File: config.mk
export PLATFORM = sky130hd
export DESIGN_NAME = memory_stage
export DESIGN_NICKNAME = d
export VERILOG_FILES = /design/src/rtl/misc_v_pkg.sv /design/src/rtl/misc_data_ram.sv /design/src/rtl/memory_stage.sv
export SDC_FILE = /design/constraint.sdc
export NUM_CORES = 2
export LEC_CHECK = 0
export CAP_MARGIN = 30
export CORE_UTILIZATION = 40
export CTS_BUF_LIST = sky130_fd_sc_hd__clkbuf_16
export DETAILED_ROUTE_END_ITERATION = 12
export GPL_ROUTABILITY_DRIVEN = 0
export PLACE_DENSITY = 0.55
export SLEW_MARGIN = 25
export SYNTH_ARGS = -nofsm -noshare
export SYNTH_HDL_FRONTEND = slang
export SYNTH_SLANG_ARGS = --single-unit
File: constraint.sdc
create_clock -name clk -period 5.1 [get_ports clk]
set_clock_uncertainty 0.15 [all_clocks]
set_input_delay 1.02 -clock clk [delete_from_list [all_inputs] [get_ports clk]]
set_output_delay 1.02 -clock clk [all_outputs]
set_load 0.01 [all_outputs]
File: src/rtl/misc_v_pkg.sv
// Shared definitions for the MISC-V pipeline: word/register widths and MEM stage FSM states.
package misc_v_pkg;
  localparam int WORD_W     = 16;
  localparam int REG_ADDR_W = 3;

  typedef enum logic {
    MS_RUN  = 1'b0,
    MS_WAIT = 1'b1
  } mem_state_t;
endpackage

File: src/rtl/misc_data_ram.sv
// Word-wide data RAM: one asynchronous read port, one synchronous write port, no reset.
module misc_data_ram
  import misc_v_pkg::*;
#(
  parameter int DEPTH = 256,
  parameter int AW    = $clog2(DEPTH)
) (
  input  logic              clk,
  input  logic              we,
  input  logic [AW-1:0]     addr,
  input  logic [WORD_W-1:0] wdata,
  output logic [WORD_W-1:0] rdata
);
  logic [WORD_W-1:0] mem [DEPTH];

  always_ff @(posedge clk) begin
    if (we) begin
      mem[addr] <= wdata;
    end
  end

  assign rdata = mem[addr];
endmodule

File: src/rtl/memory_stage.sv
// MEM stage of the MISC-V pipeline: EX/MEM register, data RAM, wait-state FSM.
// Optional macro MEM_MISALIGN_CHECK_EN: odd-address memory ops fault instead of accessing RAM.
module memory_stage
  import misc_v_pkg::*;
#(
  parameter int DEPTH       = 256,
  parameter int MEM_LATENCY = 1
) (
  input  logic                  clk,
  input  logic                  reset,
  input  logic                  ex_valid,
  input  logic                  ex_mem_read,
  input  logic                  ex_mem_write,
  input  logic                  ex_reg_write,
  input  logic                  ex_reg_store,
  input  logic [WORD_W-1:0]     ex_alu_result,
  input  logic [WORD_W-1:0]     ex_store_data,
  input  logic [REG_ADDR_W-1:0] ex_rd,
  output logic                  mem_stall,
  output logic                  RegWrite,
  output logic                  RegStore,
  output logic [WORD_W-1:0]     ALUResult,
  output logic [WORD_W-1:0]     StoreMem,
  output logic [REG_ADDR_W-1:0] rdWB,
  output logic                  misalign_fault
);
  localparam int AW    = $clog2(DEPTH);
  localparam int CNT_W = (MEM_LATENCY > 1) ? $clog2(MEM_LATENCY) : 1;
  localparam logic [CNT_W-1:0] WAIT_INIT = CNT_W'(MEM_LATENCY - 1);
  localparam logic             MULTI_CYC = (MEM_LATENCY > 1);

  logic                  valid_p1, mem_read_p1, mem_write_p1, reg_write_p1, reg_store_p1;
  logic [WORD_W-1:0]     alu_result_p1, store_data_p1;
  logic [REG_ADDR_W-1:0] rd_p1;

  mem_state_t     state, state_next;
  logic [CNT_W-1:0] cnt, cnt_next;

  logic              ex_mem_op, ex_misalign, mem_op, fault, ram_we, load_out;
  logic [WORD_W-1:0] ram_rdata;

  assign mem_stall = (state == MS_WAIT);
  assign ex_mem_op = ex_valid & (ex_mem_read | ex_mem_write);
  assign mem_op    = valid_p1 & (mem_read_p1 | mem_write_p1);

`ifdef MEM_MISALIGN_CHECK_EN
  assign ex_misalign = ex_alu_result[0];
  assign fault       = mem_op & alu_result_p1[0];
`else
  assign ex_misalign = 1'b0;
  assign fault       = 1'b0;
`endif

  // EX -> MEM boundary: capture only when no access is in flight
  always_ff @(posedge clk) begin
    if (!reset) begin
      valid_p1      <= 1'b0;
      mem_read_p1   <= 1'b0;
      mem_write_p1  <= 1'b0;
      reg_write_p1  <= 1'b0;
      reg_store_p1  <= 1'b0;
      alu_result_p1 <= '0;
      store_data_p1 <= '0;
      rd_p1         <= '0;
    end else if (!mem_stall) begin
      valid_p1      <= ex_valid;
      mem_read_p1   <= ex_mem_read;
      mem_write_p1  <= ex_mem_write;
      reg_write_p1  <= ex_reg_write;
      reg_store_p1  <= ex_reg_store;
      alu_result_p1 <= ex_alu_result;
      store_data_p1 <= ex_store_data;
      rd_p1         <= ex_rd;
    end
  end

  always_ff @(posedge clk) begin
    if (!reset) begin
      state <= MS_RUN;
      cnt   <= '0;
    end else begin
      state <= state_next;
      cnt   <= cnt_next;
    end
  end

  // The FSM looks at the incoming op because the decision is made on the capturing edge
  always_comb begin
    state_next = state;
    cnt_next   = cnt;
    case (state)
      MS_RUN: begin
        if (MULTI_CYC && ex_mem_op && !ex_misalign) begin
          state_next = MS_WAIT;
          cnt_next   = WAIT_INIT;
        end
      end
      MS_WAIT: begin
        cnt_next = cnt - 1'b1;
        if (cnt == CNT_W'(1)) begin
          state_next = MS_RUN;
        end
      end
      default: state_next = MS_RUN;
    endcase
  end

  // Gating the write with reset lets a reset on the completion edge abort the store
  assign ram_we   = mem_op & mem_write_p1 & ~mem_stall & ~fault & reset;
  assign load_out = valid_p1 & mem_read_p1 & ~mem_stall & ~fault;

  misc_data_ram #(
    .DEPTH (DEPTH),
    .AW    (AW)
  ) u_ram (
    .clk   (clk),
    .we    (ram_we),
    .addr  (alu_result_p1[AW:1]),
    .wdata (store_data_p1),
    .rdata (ram_rdata)
  );

  assign RegWrite       = valid_p1 & reg_write_p1 & ~mem_stall & ~fault;
  assign RegStore       = reg_store_p1;
  assign ALUResult      = alu_result_p1;
  assign rdWB           = rd_p1;
  assign StoreMem       = load_out ? ram_rdata : '0;
  assign misalign_fault = fault;
endmodule
==> impl_metrics.yaml <==
cts:
  cts_root_buf: "clkbuf_16"
  numCtsBuffers: 425
  cts_sinks: 4146
  cts_tree: "yes"
  htree_levels: 5
  clock_tree.buffer_depth: 4
  clkTransAtPathRegs_ns: 0.06
  clock_latency_ns: 1.02
critical_path:
  cp_cell_sequence: "buf_12, buf_16, buf_8, mux4_2, nor3_1, or4_4, a311oi_4, nand4_1, o22ai_2, buf_12"
  max_stage_delay_ns: 0.56
  rrSetupSlack_ns: 1.14
  worstSetupStartpointType: "flip-flop"
  worstSetupPathType: "flip-flop to output pin"
  worst_path_most_repeated_cell: "buf_12"
  slowest_stage: "nand4_1"
  endpoint_kind: "output pin"
  path_max_fanout: 22
  required_ns: 3.93
  cp.arrival_ns: 4.41
timing:
  slew_headroom: 0.214
  post-route-period-util: 1.09
  worst_slack_ns: -0.482
  fin_crit_ns: 5.58
  worst_pin_slew_ns: 1.18
  finalSetupViolations: 16
  rsz0062_at_grt: "true"
  slew_viol_final: 0
  max_freq_mhz: 179
  hold_violations: 0
  fin_setup_tns_ns: -4.29
logic_synthesis:
  synth_area_leader_cell: "edfxtp_1"
  synth_cell_types: 74
  synthArstFlopShare: 0
  synth-seq-area-share: 0.772
  synth_nets: 7605
  synth-seq-cells: 4146
  syn_area_per_cell_um2: 21.2
  netlist_area_mm2: 0.161
  yosys.area.top_type_share: 0.766
  synth_edf_count: 4096
  synth_warnings: 0
  synth_flop_cell: "edfxtp_1"
  netlist_instances: 7563
  synth.area.top_cells: "edfxtp_1 (77%), mux4_2 (10%), mux2i_1 (2.9%), mux4_1 (1.3%), nor2_1 (0.90%)"
route:
  vias: 85200
  ant_nets: 0
  routed_wl_um: 499000
  wire_per_inst_um: 35.0
  wl_met3_um: 51100
  drtIter0Drc: 11600
  dr.pass1.iters: 6
  top_layer: "met5"
  dr_wl_met2_um: 226000
  m1WireLength_um: 203000
  via_per_inst: 5.98
  drc: 0
status:
  violations: "setup timing"
  outcome: "finished, violations left"
final_layout:
  fin_nets: 8662
  final_util: 0.479
  final_cell_mix: "edfxtp_1 (4,096), mux4_2 (743), buf_4 (738), mux2i_1 (462), clkbuf_16 (437)"
  drive_above_1_share: 0.312
  final_common_cell: "edfxtp_1"
  seqCellArea_mm2: 0.124
  synthToLayoutAreaGrowth_pct: 19.2
  final_cells: 14200
  multi_input_area_mm2: 0.0355
  nFillCells: 32700
placed_design:
  hpwl_um: 311000
  portBuffers: 79
  place_ws_ns: -1.08
  placedCellCount: 13300
run:
  cap_viol_max_count: 0
power_and_ir_drop:
  ir_worst_vdd_uv: 281
  powerDensity_mw_per_mm2: 379
  cellLeakagePower_nw: 66.0
grt:
  track_usage: 0.241
  antenna_found_initial: 22
  grt.overflow.total: 0
  grt_max_degree: 185
  grt_pass1_wl_um: 682000
  first_global_vias: 83200
floorplanning:
  die_area_mm2: 0.404
  io_pins: 81
  row_count: 232
  initial_core_util: 0.402
  fp.dieH_um: 636
  die_w_um: 636
  core_mm2: 0.399
min_path:
  hold_path.class: "flip-flop to flip-flop"
-- flip-flops by register name (all words and copies together) (netlist names), named ones only --
name           flops
mem_write_p1       1
RegStore           1
mem_stall          1
u_ram.mem       4096
store_data_p1     16
valid_p1           1
cnt                1
rdWB               3
reg_write_p1       1
mem_read_p1        1
ALUResult         16
-- report_power, final --
part,switching (mW),total (mW),internal (mW)
sequential,0.129,37.6,37.4
combinational,2.50,3.93,1.44
clock,13.4,31.0,17.6
-- critical path: cells and delay by family (launching register included) --
kind                   cells  cell delay [ns]
buffers and inverters      4             0.72
DFF                        1             0.39
and+or+nand+nor            3             1.16
AOI/OAI and AO/OA          2             0.77
muxes                      1             0.32
-- cell families (layout without fill, tap and decap cells) --
kind of cell | after synthesis | after routing | synth area share
buffers and inverters | 452 | 1862 | 0.0214
flip-flops | 4146 | 4146 | 0.772
XOR/XNOR | 1 | 1 | 0.0000545
multiplexers | 1325 | 1325 | 0.148
AO/OA/AOI/OAI | 745 | 745 | 0.0320
other | 1 | 11 | 0.0000233
AND/OR/NAND/NOR | 893 | 893 | 0.0265
-- worst paths after layout --
check | startpoint | to | depth (start not counted)
worst max register to register | valid_p1 | u_ram.mem[178][5] | 8
worst min register to register | store_data_p1[8] | u_ram.mem[113][8] | 0
worst min-delay path | store_data_p1[8] | u_ram.mem[113][8] | 0
worst max-delay path | flip-flop | StoreMem[14] | 10
-- layer usage --
layer / up-vias / GRT usage
met5: - / 0
met1: 45900 / 0.344
met4: 8 / 0.0792
met2: 4553 / 0.366
met3: 721 / 0.0545
li1: 34100 / -
-- area by class of cell --
| cell class | instances | share of cell area |
|---|---|---|
| Multi-Input combinational cell | 2965 | 0.186 |
| Clock buffer | 429 | 0.0561 |
| Antenna cell | 10 | 0.000131 |
| Clock inverter | 351 | 0.0162 |
| Inverter | 3 | 0.0000981 |
| Timing Repair Buffer | 1079 | 0.0590 |
| Sequential cell | 4146 | 0.648 |
| Tap cell | 5265 | 0.0344 |
-- synthesized netlist by cell type, types with 5 or more instances --
library cell and instances:
clkbuf_1 156, or2_2 5, buf_1 22, o21ai_0 128
clkbuf_8 8, buf_12 36, nor4_1 24, buf_2 82
a211oi_1 25, and3_1 10, a31oi_1 12, nand3_1 82
o31ai_1 5, nand2_1 84, a22oi_1 75, nor3_1 142
o22a_1 7, o211ai_1 10, or3b_2 5, o22ai_1 149
o32ai_1 14, nor2b_1 50, mux2_2 45, buf_8 30
nand2b_1 5, mux4_1 77, a21oi_1 99, or4_1 14
buf_6 54, nand4_1 29, o221ai_1 150, a221oi_1 18
a2111oi_1 7, mux4_2 735, o21a_1 8, o2bb2ai_1 6
mux2i_1 468, edfxtp_1 4096, nor3b_1 5, buf_4 57
or3_1 20, nor2_1 387, a2111oi_0 19, dfxtp_1 50
-- metrics by stage --
stage	hold WS [ns]	instance area [um2]	power, mW
after global routing	0.370	191000	74.1
after detailed placement	0.346	172000	41.7
after global placement	0.340	172000	41.6
final	0.358	191000	72.5
after floorplan	0.327	161000	40.1
after CTS	0.361	190000	72.7
-- what timing repair did --
item                       CTS  global route
buffers inserted           102            84
hold buffers                 0             0
gates cloned                26             8
setup endpoints to repair   16            16
pin swaps                   84            65
hold endpoints to repair     0             0
gates resized for setup    504           191
Power figures use the tool's default switching activity.
